`config.mk`:
```
export PLATFORM = sky130hd
export DESIGN_NAME = serial_deserializer
export DESIGN_NICKNAME = d
export VERILOG_FILES = /design/src/rtl/serial_deserializer.sv
export SDC_FILE = /design/constraint.sdc
export NUM_CORES = 1
export LEC_CHECK = 0
export BUFFER_PORTS_ARGS = -buffer_cell sky130_fd_sc_hd__buf_2
export CORE_UTILIZATION = 46
export CTS_CLUSTER_SIZE = 14
export DETAILED_ROUTE_END_ITERATION = 12
export PLACE_DENSITY = 0.79
export SETUP_SLACK_MARGIN = 0.05
export SLEW_MARGIN = 20
export SYNTH_ARGS = -nofsm -noshare
export SYNTH_HDL_FRONTEND = slang
export SYNTH_SLANG_ARGS = --single-unit
```
`constraint.sdc`:
```
create_clock -name clk -period 1.3 [get_ports clk]
set_input_delay 0.065 -clock clk [delete_from_list [all_inputs] [get_ports clk]]
set_output_delay 0.065 -clock clk [all_outputs]
set_load 0.02 [all_outputs]
```
`src/rtl/serial_deserializer.sv`:
```
// Serial-to-parallel converter: assembles MSB-first frames from a qualified
// serial bit stream, pulses p_valid per completed word and flags PATTERN hits.
//
// Ports:
//   clk     - rising-edge clock
//   reset   - synchronous, active-high; overrides every other input
//   s_in    - serial data bit, sampled only when s_en=1
//   s_en    - bit-qualify strobe
//   flush   - drops the partial frame; the bit on that edge is discarded
//   p_out   - last completed word, first received bit in the MSB
//   p_valid - 1-cycle pulse when p_out is updated
//   match   - 1-cycle pulse with p_valid when the completed word == PATTERN
//   busy    - 1 while a frame is partially received
//   bit_cnt - number of bits in the partial frame (0..WIDTH-1)
module serial_deserializer #(
    parameter int               WIDTH   = 8,
    parameter logic [WIDTH-1:0] PATTERN = 8'hA5,
    parameter int               CNT_W   = 3
) (
    input  logic             clk,
    input  logic             reset,
    input  logic             s_in,
    input  logic             s_en,
    input  logic             flush,
    output logic [WIDTH-1:0] p_out,
    output logic             p_valid,
    output logic             match,
    output logic             busy,
    output logic [CNT_W-1:0] bit_cnt
);

    typedef enum logic {
        IDLE  = 1'b0,
        SHIFT = 1'b1
    } state_e;

    localparam logic [CNT_W-1:0] LAST = CNT_W'(WIDTH - 1);

    state_e           state_q, state_d;
    logic [WIDTH-1:0] sr_q, sr_d;
    logic [CNT_W-1:0] cnt_q, cnt_d;
    logic [WIDTH-1:0] p_out_q, p_out_d;
    logic             p_valid_q, p_valid_d;
    logic             match_q, match_d;

    logic [WIDTH-1:0] word;
    logic             done;

    // Word as it would look after shifting in the current bit.
    assign word = {sr_q[WIDTH-2:0], s_in};
    assign done = (state_q == SHIFT) && s_en && !flush && (cnt_q == LAST);

    // State register
    always_ff @(posedge clk) begin
        if (reset) begin
            state_q   <= IDLE;
            sr_q      <= '0;
            cnt_q     <= '0;
            p_out_q   <= '0;
            p_valid_q <= 1'b0;
            match_q   <= 1'b0;
        end else begin
            state_q   <= state_d;
            sr_q      <= sr_d;
            cnt_q     <= cnt_d;
            p_out_q   <= p_out_d;
            p_valid_q <= p_valid_d;
            match_q   <= match_d;
        end
    end

    // Next-state logic
    always_comb begin
        state_d = state_q;
        if (flush) begin
            state_d = IDLE;
        end else if (s_en) begin
            unique case (state_q)
                IDLE:    state_d = SHIFT;
                SHIFT:   state_d = done ? IDLE : SHIFT;
                default: state_d = IDLE;
            endcase
        end
    end

    // Datapath / output logic
    always_comb begin
        sr_d      = sr_q;
        cnt_d     = cnt_q;
        p_out_d   = p_out_q;
        p_valid_d = 1'b0;
        match_d   = 1'b0;
        if (flush) begin
            sr_d  = '0;
            cnt_d = '0;
        end else if (s_en) begin
            unique case (state_q)
                IDLE: begin
                    sr_d  = {{(WIDTH-1){1'b0}}, s_in};
                    cnt_d = CNT_W'(1);
                end
                SHIFT: begin
                    if (done) begin
                        sr_d      = '0;
                        cnt_d     = '0;
                        p_out_d   = word;
                        p_valid_d = 1'b1;
                        match_d   = (word == PATTERN);
                    end else begin
                        sr_d  = word;
                        cnt_d = cnt_q + CNT_W'(1);
                    end
                end
                default: begin
                    sr_d  = '0;
                    cnt_d = '0;
                end
            endcase
        end
    end

    assign p_out   = p_out_q;
    assign p_valid = p_valid_q;
    assign match   = match_q;
    assign busy    = (state_q == SHIFT);
    assign bit_cnt = cnt_q;

endmodule

```
[Word level (Yosys, flattened, before mapping)]
Cells that the tools add are included.
W data, S select, Z words.
Storage, ports and cells
  bits in registers: 21
  output and inout bits: 14
Cells by class
  add/subtract/negate cells: 1
  equal/unequal tests: 2
  multiplexer cells: 7
  bitwise gates (word level): 4
  reduce and logical (&&, ||, !) cells: 8
Operators with widths (number)
  $pmux W7 S2: 1
  $eq A8 B8 Y1 const B: 1
  $mux W7: 1
  $pmux W3 S2: 1
  $reduce_or A5 Y1: 1
  $not A1 Y1: 4
  $reduce_and A4 Y1: 1
  $reduce_or A4 Y1: 1
  $add A3 B1 Y3 const B: 1
  $eq A3 B3 Y1 const B: 1
  $logic_and A1 B1 Y1: 3
  $mux W3: 1
  $mux W1: 2
  $pmux W1 S2: 1
  $reduce_or A2 Y1: 1
  $logic_not A1 Y1: 1

[Logic depth before layout (Yosys ltp)]
Gate-level depths: netlist of run 1.
  word-level depth: 5
  depth in mapped cells: 5
  gate-level depth less buffers: 4

[Worst setup path after synthesis of run 1]
OpenSTA, ideal clock, no wires.
  kind: register to register
  start: register cnt_q[1] (netlist: bit_cnt[1])
  end: register p_out_q[0] (netlist: p_out[0])
  library setup time: 0.072 ns
  arrival time: 1.354 ns
  required time: 1.228 ns
  setup slack: -0.125 ns
  cell stages (with the launch flop): 6
  buffers on the path: 1
  cell sequence: dfxtp_1 ha_1 ha_1 and4b_1 buf_6 mux2i_1
On the way
  longest elaborated chain between the ends: 3
RTL lines
  start: declaration: line 41  | logic [CNT_W-1:0] cnt_q, cnt_d;
  start signal: assignment: line 65  | cnt_q <= cnt_d;
  $eq A3 B3 Y1: line 51  | assign done = (state_q == SHIFT) && s_en && !flush && (cnt_q == LAST);
  $logic_and A1 B1 Y1: line 51
  $reduce_and A4 Y1 (no line)
  end signal: assignment: line 66  | p_out_q <= p_out_d;
  end: declaration: line 42  | logic [WIDTH-1:0] p_out_q, p_out_d;
No other way between the ends.
A chain may end at the register's enable or synchronous reset.

[Worst setup path in the final report of run 1]
  start: register cnt_q[1] (netlist: bit_cnt[1])
  end: register sr_q[0]
On the way
  longest elaborated chain between the ends: 4
RTL lines
  $eq A3 B3 Y1: line 51
  $logic_and A1 B1 Y1: line 51
  $mux W7: line 103  | if (done) begin
  $pmux W7 S2: line 97  | unique case (state_q)
  end signal: assignment: line 64  | sr_q <= sr_d;
  end: declaration: line 40  | logic [WIDTH-1:0] sr_q, sr_d;
No other way between the ends.

==> metrics.txt, run 1 <==
# TYPE chip_impl_metric gauge
chip_impl_metric{name="clkPwrFrac",unit=""} 0.308
chip_impl_metric{name="antenna_fix_cells",unit=""} 0
chip_impl_metric{name="ys_seq_area_frac",unit=""} 0.4766
chip_impl_metric{name="final-setup-viol-count",unit=""} 0
chip_impl_metric{name="number_of_nets_in_the_synthesized_netlist",unit=""} 87
chip_impl_metric{name="register_area",unit="um^2"} 429.2
chip_impl_info{name="holdCritStartpoint",value="s_in"} 1
chip_impl_metric{name="power-per-cell-area",unit="nW/um^2"} 944.1
chip_impl_info{name="r2r_startpoint",value="bit_cnt[1]"} 1
chip_impl_metric{name="power.static_leakage",unit="nW"} 0.4276
chip_impl_metric{name="max-clock-path-buffers",unit=""} 2
chip_impl_metric{name="area_taken_by_multi_input_logic_gates",unit="um^2"} 471.7
chip_impl_metric{name="die_area",unit="um^2"} 2097
chip_impl_metric{name="grt_use_total",unit=""} 0.1975
chip_impl_metric{name="drtAntennaViolNets",unit=""} 0
chip_impl_metric{name="max_cap_violations",unit=""} 0
chip_impl_metric{name="final_layout_size_suffix_gt1_frac",unit=""} 0.3725
chip_impl_info{name="startpoint_type",value="flop"} 1
chip_impl_metric{name="dr_total_vias",unit=""} 660
chip_impl_metric{name="post-route-util",unit=""} 0.6142
chip_impl_metric{name="cts-hold-fix-buffers",unit=""} 0
chip_impl_info{name="rsz0062_at_grt",value="true"} 1
chip_impl_metric{name="max_clock_freq",unit="MHz"} 800.0
chip_impl_metric{name="clk_pin_slew",unit="ns"} 0.11
chip_impl_info{name="min_path_type",value="in -> reg"} 1
chip_impl_metric{name="port-buffer-count",unit=""} 18
chip_impl_metric{name="die_y",unit="um"} 45.79
chip_impl_metric{name="finalCritPeriodShare",unit=""} 0.9616
chip_impl_metric{name="cts_buffers",unit=""} 3
chip_impl_metric{name="hpwl",unit="mm"} 1.128
chip_impl_metric{name="clk_latency",unit="ns"} 0.30
chip_impl_metric{name="antenna_found_initial",unit=""} 0
chip_impl_metric{name="grt_pass1_vias",unit=""} 575
chip_impl_metric{name="switchingPower",unit="uW"} 237.9
chip_impl_metric{name="cts_htree_levels",unit=""} 1
chip_impl_metric{name="sequentialPowerShare",unit=""} 0.636
chip_impl_metric{name="via_per_inst",unit=""} 5.197
chip_impl_metric{name="core.rowCount",unit=""} 15
chip_impl_metric{name="detailedRoute.firstPassIterationCount",unit=""} 4
chip_impl_metric{name="postSynthRegisterBits",unit=""} 21
chip_impl_metric{name="drt_wl_total",unit="mm"} 1.749
chip_impl_info{name="clock_tree_from_tritoncts",value="done"} 1
chip_impl_info{name="worstSetupEndpointType",value="flop"} 1
chip_impl_metric{name="pre_cts_slack",unit="ns"} -0.1447
chip_impl_metric{name="die_boundary_width",unit="um"} 45.79
chip_impl_metric{name="timing_hold_violations_final",unit=""} 0
chip_impl_metric{name="dr.first_iter.drc_count",unit=""} 12
chip_impl_info{name="outcome",value="finished, final reports clean"} 1
chip_impl_metric{name="wl_per_cell",unit="um"} 13.77
chip_impl_metric{name="worst_ep_arrival_time",unit="ns"} 1.47
chip_impl_metric{name="timing_worst_slew_pin_value",unit="ns"} 0.4495
chip_impl_info{name="worstSetupPathType",value="reg -> reg"} 1
chip_impl_metric{name="pin_count",unit=""} 19
chip_impl_metric{name="post_synth_num_cell_types",unit=""} 25
chip_impl_metric{name="area_delta_synth_final",unit="%"} 22.84
chip_impl_metric{name="gp_congestion",unit=""} 0.7477
chip_impl_metric{name="yosys_warnings",unit=""} 0
chip_impl_metric{name="grt_first_pass_wirelength",unit="mm"} 2.835
chip_impl_info{name="cts_root_buf",value="sky130_fd_sc_hd__clkbuf_4"} 1
chip_impl_metric{name="grt_max_degree",unit=""} 21
chip_impl_metric{name="netlist_area_before_placement",unit="um^2"} 882.1
chip_impl_metric{name="crit_required",unit="ns"} 1.52
chip_impl_metric{name="slew_violations",unit=""} 0
chip_impl_info{name="crit_start",value="bit_cnt[1]"} 1
chip_impl_metric{name="fill_cells",unit=""} 177
chip_impl_metric{name="proportion_of_power_drawn_by_combinational_gates",unit=""} 0.056
chip_impl_metric{name="final_critical_path_setup_slack",unit="ns"} 0.04997
chip_impl_metric{name="ir_worst_vdd",unit="mV"} 0.6055
chip_impl_metric{name="netSwitchingFraction",unit=""} 0.2325
chip_impl_metric{name="internal-power",unit="uW"} 785.1
chip_impl_metric{name="period_minus_slack",unit="ns"} 1.250
chip_impl_metric{name="clock-skew-final",unit="ns"} 0.009808
chip_impl_metric{name="critical_path_peak_fanout",unit=""} 4
chip_impl_metric{name="syn-instance-count",unit=""} 80
chip_impl_metric{name="remaining_drc_errors",unit=""} 0
chip_impl_metric{name="coreArea",unit="um^2"} 1764
chip_impl_metric{name="fin_hold_ws",unit="ns"} 0.05320
chip_impl_info{name="final_cell_mix",value="18 x sky130_fd_sc_hd__dfxtp_1, 18 x sky130_fd_sc_hd__buf_2, 16 x sky130_fd_sc_hd__nand2b_1"} 1
chip_impl_metric{name="clock-sinks",unit=""} 21
chip_impl_metric{name="grt_overflow",unit=""} 0
chip_impl_metric{name="initial_core_util",unit=""} 0.5000
chip_impl_metric{name="timing.max_slew.rel_slack",unit=""} 0.6987
chip_impl_metric{name="report.power.total",unit="mW"} 1.023
chip_impl_metric{name="final_net_count",unit=""} 110
chip_impl_metric{name="syn-mean-instance-area",unit="um^2"} 11.03
-- cells in the mapped netlist --
cell type,count,area share
sky130_fd_sc_hd__o31ai_1,1,0.0085
sky130_fd_sc_hd__nor3_2,1,0.011
sky130_fd_sc_hd__nand2b_1,16,0.11
sky130_fd_sc_hd__a21oi_1,1,0.0057
sky130_fd_sc_hd__nor2_1,2,0.0085
sky130_fd_sc_hd__nor4bb_1,3,0.034
sky130_fd_sc_hd__nor3_1,2,0.011
sky130_fd_sc_hd__or4b_1,1,0.011
sky130_fd_sc_hd__or2_1,1,0.0071
sky130_fd_sc_hd__nand3_1,1,0.0057
sky130_fd_sc_hd__ha_1,2,0.028
sky130_fd_sc_hd__nand2b_2,1,0.0099
sky130_fd_sc_hd__and4_1,1,0.0099
sky130_fd_sc_hd__inv_1,1,0.0043
sky130_fd_sc_hd__mux2i_1,8,0.091
sky130_fd_sc_hd__a32o_1,7,0.079
sky130_fd_sc_hd__buf_6,2,0.026
sky130_fd_sc_hd__dfxtp_1,21,0.48
sky130_fd_sc_hd__nand2_1,1,0.0043
sky130_fd_sc_hd__clkbuf_1,1,0.0043
sky130_fd_sc_hd__o211a_1,1,0.011
sky130_fd_sc_hd__buf_2,2,0.011
sky130_fd_sc_hd__and2_1,1,0.0071
sky130_fd_sc_hd__and4b_1,1,0.011
sky130_fd_sc_hd__and3_2,1,0.0085
-- sequential cells by signal, indices dropped and copies added, names as in the netlist --
name     cells
p_out        8
sr_q         7
bit_cnt      3
busy         1
match        1
p_valid      1
-- critical path: stages (launching register included) --
cell	delay (ns)
sky130_fd_sc_hd__dfxtp_4	0.37
sky130_fd_sc_hd__ha_4	0.16
sky130_fd_sc_hd__ha_4	0.16
sky130_fd_sc_hd__and4b_2	0.27
sky130_fd_sc_hd__o31ai_1	0.21
-- final cells by class --
class	instances	share of cell area
multi-input cells	54	0.4353
flip-flops and latches	21	0.3961
repair buffers	22	0.1109
well taps	25	0.02887
clock buffers	3	0.02079
clock inverters	1	0.004619
inverters	1	0.003464
-- logic make-up (layout without fill, tap and decap cells) --
family / Yosys count / after routing / share of synthesized area
AO/OA/AOI/OAI: 10 / 10 / 0.1050
adder cells (fa/ha/maj): 2 / 2 / 0.02836
buffers and inverters: 6 / 27 / 0.04538
flip-flops: 21 / 21 / 0.4766
multiplexers: 8 / 8 / 0.09078
AND/OR/NAND/NOR: 33 / 34 / 0.2539
-- worst paths after layout --
check / slack [ns] / cells after the start / endpoint
max reg2reg: 0.05 / 4 / sr_q[0]
max: 0.05 / 4 / sr_q[0]
min: 0.05 / 3 / sr_q[0]
min reg2reg: 0.48 / 2 / p_out[0]
-- layer usage --
layer	GRT usage	vias to the layer above	wire length, um
met4	0.08824	0	15
li1	-	334	-
met1	0.2721	306	881
met5	0	-	0
met3	0.05556	2	66
met2	0.2857	18	785
-- power groups by stage --
stage               Clock (mW)  Sequential (mW)  Combinational [mW]
detailed placement           0            0.664              0.0529
floorplan                    0            0.667              0.0338
global placement             0            0.664              0.0519
CTS                      0.320            0.650              0.0549
global route             0.355            0.652              0.0627
finish                   0.315            0.651              0.0574
-- stage by stage --
step | setup TNS, ns | cells | cell area (um^2)
finish | 0 | 127 | 1084
global route | 0 | 127 | 1084
CTS | 0 | 127 | 1072
detailed placement | -0.9252 | 122 | 1030
global placement | -0.6136 | 122 | 1030
floorplan | 0 | 80 | 914.6
-- what timing repair did --
item                       CTS  global route
setup endpoints to repair    9            15
cloned                       1             0
setup buffers                0             0
gates resized for setup      2             3
(Power assumes the default switching activity.)
==> run 2: changes to the inputs <==
--- a/config.mk
+++ b/config.mk
@@ -6,11 +6,12 @@
 export NUM_CORES = 1
 export LEC_CHECK = 0
 export BUFFER_PORTS_ARGS = -buffer_cell sky130_fd_sc_hd__buf_2
-export CORE_UTILIZATION = 46
+export CORE_UTILIZATION = 45
 export CTS_CLUSTER_SIZE = 14
 export DETAILED_ROUTE_END_ITERATION = 12
-export PLACE_DENSITY = 0.79
+export PLACE_DENSITY = 0.78
 export SETUP_SLACK_MARGIN = 0.05
+export SKIP_CTS_REPAIR_TIMING = 1
 export SLEW_MARGIN = 20
 export SYNTH_ARGS = -nofsm -noshare
 export SYNTH_HDL_FRONTEND = slang
==> metrics.txt, run 2 (synthesis gave the netlist of run 1 again) <==
# TYPE chip_impl_metric gauge
chip_impl_metric{name="timing.setup.tns",unit="ns"} 0
chip_impl_metric{name="core.rowCount",unit=""} 15
chip_impl_metric{name="clk_latency",unit="ns"} 0.30
chip_impl_metric{name="grt_overflow",unit=""} 0
chip_impl_metric{name="timing.max_slew.rel_slack",unit=""} 0.6960
chip_impl_info{name="min_path_type",value="in -> reg"} 1
chip_impl_metric{name="final_cells",unit=""} 127
chip_impl_metric{name="internal-power",unit="uW"} 784.8
chip_impl_metric{name="slew_violations",unit=""} 0
chip_impl_metric{name="proportion_of_power_drawn_by_combinational_gates",unit=""} 0.057
chip_impl_metric{name="max_cap_violations",unit=""} 0
chip_impl_metric{name="clock-sinks",unit=""} 21
chip_impl_info{name="rsz0062_at_grt",value="true"} 1
chip_impl_metric{name="rr_worst_depth",unit=""} 5
chip_impl_metric{name="grt_use_total",unit=""} 0.1795
chip_impl_metric{name="power-per-cell-area",unit="nW/um^2"} 935.4
chip_impl_metric{name="final-setup-viol-count",unit=""} 0
chip_impl_metric{name="die_area",unit="um^2"} 2141
chip_impl_metric{name="switchingPower",unit="uW"} 227.5
chip_impl_info{name="top_signal_layer_used",value="met4"} 1
chip_impl_metric{name="placed_cells",unit=""} 122
chip_impl_metric{name="dr_wl_met3",unit="um"} 56
chip_impl_metric{name="initial_core_util",unit=""} 0.4947
chip_impl_metric{name="crit_required",unit="ns"} 1.55
chip_impl_info{name="cts_root_buf",value="sky130_fd_sc_hd__clkbuf_4"} 1
chip_impl_metric{name="cts_buffers",unit=""} 3
chip_impl_metric{name="grt_first_pass_wirelength",unit="mm"} 2.615
chip_impl_metric{name="die_y",unit="um"} 46.28
chip_impl_metric{name="grt_max_degree",unit=""} 21
chip_impl_metric{name="final_layout_size_suffix_gt1_frac",unit=""} 0.3627
chip_impl_metric{name="largest_reg_flops",unit=""} 8
chip_impl_info{name="outcome",value="finished, final reports clean"} 1
chip_impl_metric{name="critical_path_peak_fanout",unit=""} 7
chip_impl_metric{name="m1WireLength",unit="um"} 851
chip_impl_metric{name="port-buffer-count",unit=""} 18
chip_impl_metric{name="drt_wl_total",unit="mm"} 1.773
chip_impl_metric{name="dr_total_vias",unit=""} 674
chip_impl_metric{name="grt_pass1_vias",unit=""} 578
chip_impl_metric{name="detailedRoute.firstPassIterationCount",unit=""} 4
chip_impl_metric{name="power.static_leakage",unit="nW"} 0.4261
chip_impl_metric{name="fill_cells",unit=""} 165
chip_impl_metric{name="ir_worst_vdd",unit="mV"} 0.6617
chip_impl_info{name="clock_tree_from_tritoncts",value="done"} 1
chip_impl_metric{name="remaining_drc_errors",unit=""} 0
chip_impl_metric{name="clkPwrFrac",unit=""} 0.301
chip_impl_info{name="worstSetupPathType",value="reg -> reg"} 1
chip_impl_metric{name="clk_pin_slew",unit="ns"} 0.11
chip_impl_info{name="startpoint_type",value="flop"} 1
chip_impl_metric{name="worst_ep_arrival_time",unit="ns"} 1.50
chip_impl_metric{name="met2_wirelength",unit="um"} 849
chip_impl_metric{name="gp_congestion",unit=""} 0.7343
chip_impl_metric{name="report.power.total",unit="mW"} 1.012
chip_impl_metric{name="netSwitchingFraction",unit=""} 0.2247
chip_impl_metric{name="coreArea",unit="um^2"} 1783
chip_impl_metric{name="via_per_inst",unit=""} 5.307
chip_impl_metric{name="timing_hold_violations_final",unit=""} 0
chip_impl_metric{name="max_clock_freq",unit="MHz"} 795.8
chip_impl_metric{name="antenna_found_initial",unit=""} 0
chip_impl_info{name="final_cell_mix",value="19 x sky130_fd_sc_hd__dfxtp_1, 18 x sky130_fd_sc_hd__buf_2, 16 x sky130_fd_sc_hd__nand2b_1"} 1
chip_impl_metric{name="dr.first_iter.drc_count",unit=""} 11
chip_impl_metric{name="max-clock-path-buffers",unit=""} 2
chip_impl_metric{name="hpwl",unit="mm"} 1.149
chip_impl_metric{name="pin_count",unit=""} 19
chip_impl_metric{name="post-route-util",unit=""} 0.6070
chip_impl_info{name="layout.cells.most_common",value="sky130_fd_sc_hd__dfxtp_1"} 1
chip_impl_info{name="worstSetupEndpointType",value="flop"} 1
chip_impl_metric{name="area_taken_by_multi_input_logic_gates",unit="um^2"} 471.7
chip_impl_metric{name="sequentialPowerShare",unit=""} 0.643
chip_impl_metric{name="cts_htree_levels",unit=""} 1
chip_impl_metric{name="drtAntennaViolNets",unit=""} 0
chip_impl_metric{name="register_area",unit="um^2"} 427.9
chip_impl_metric{name="wl_per_cell",unit="um"} 13.96
chip_impl_metric{name="timing.hold.worst_path_depth",unit=""} 3
chip_impl_metric{name="period_minus_slack",unit="ns"} 1.257
chip_impl_metric{name="timing_worst_slew_pin_value",unit="ns"} 0.4536
chip_impl_metric{name="antenna_fix_cells",unit=""} 0
chip_impl_metric{name="finalCritPeriodShare",unit=""} 0.9666
chip_impl_metric{name="clock-skew-final",unit="ns"} 0.002082
chip_impl_metric{name="die_boundary_width",unit="um"} 46.28
chip_impl_metric{name="final_net_count",unit=""} 110
chip_impl_metric{name="area_delta_synth_final",unit="%"} 22.70
-- run 2: cell counts in the layout (fill, tap and decap cells not counted) --
Identical to the previous run, type by type.
-- run 2: worst paths after layout --
kind | start | slack [ns] | to
max | bit_cnt[1] | 0.04 | sr_q[4]
min | s_in | 0.05 | p_out[0]
max reg2reg | bit_cnt[1] | 0.04 | sr_q[4]
min reg2reg | p_out[6] | 0.48 | p_out[6]
-- run 2: per-layer routing --
metal	global-route usage	up-vias
met3	0.04706	2
li1	-	337
met5	0	-
met2	0.2648	18
met4	0.1059	0
met1	0.2332	317
-- run 2: metrics by stage --
step / hold slack, ns / area (um^2) / setup WS (ns)
3_5_place_dp: 0.3767 / 1030 / -0.1505
2_1_floorplan: 0.2199 / 914.6 / 0.04782
5_1_grt: 0.04416 / 1082 / 0.009351
3_3_place_gp: 0.3580 / 1030 / -0.07780
4_1_cts: 0.03853 / 1057 / -0.1724
6_report: 0.05432 / 1082 / 0.04338
-- run 2: area by class of cell --
class / count / area share
clock buffers: 3 / 0.02081
multi-input cells: 54 / 0.4358
repair buffers: 22 / 0.1110
clock inverters: 1 / 0.004624
flip-flops and latches: 21 / 0.3954
well taps: 25 / 0.02890
inverters: 1 / 0.003468
-- run 2: worst max-delay path: stages (launching register included) --
cell and delay (ns):
sky130_fd_sc_hd__dfxtp_4 0.37, sky130_fd_sc_hd__ha_4 0.16, sky130_fd_sc_hd__ha_4 0.16, sky130_fd_sc_hd__buf_4 0.14, sky130_fd_sc_hd__inv_1 0.17, sky130_fd_sc_hd__a32o_1 0.20
-- run 2: power groups by stage --
stage | Combinational [mW] | Sequential (mW) | Clock, mW
6_report | 0.0575 | 0.650 | 0.304
5_1_grt | 0.0639 | 0.651 | 0.345
4_1_cts | 0.0532 | 0.650 | 0.323
3_5_place_dp | 0.0532 | 0.664 | 0
3_3_place_gp | 0.0517 | 0.664 | 0
2_1_floorplan | 0.0338 | 0.667 | 0
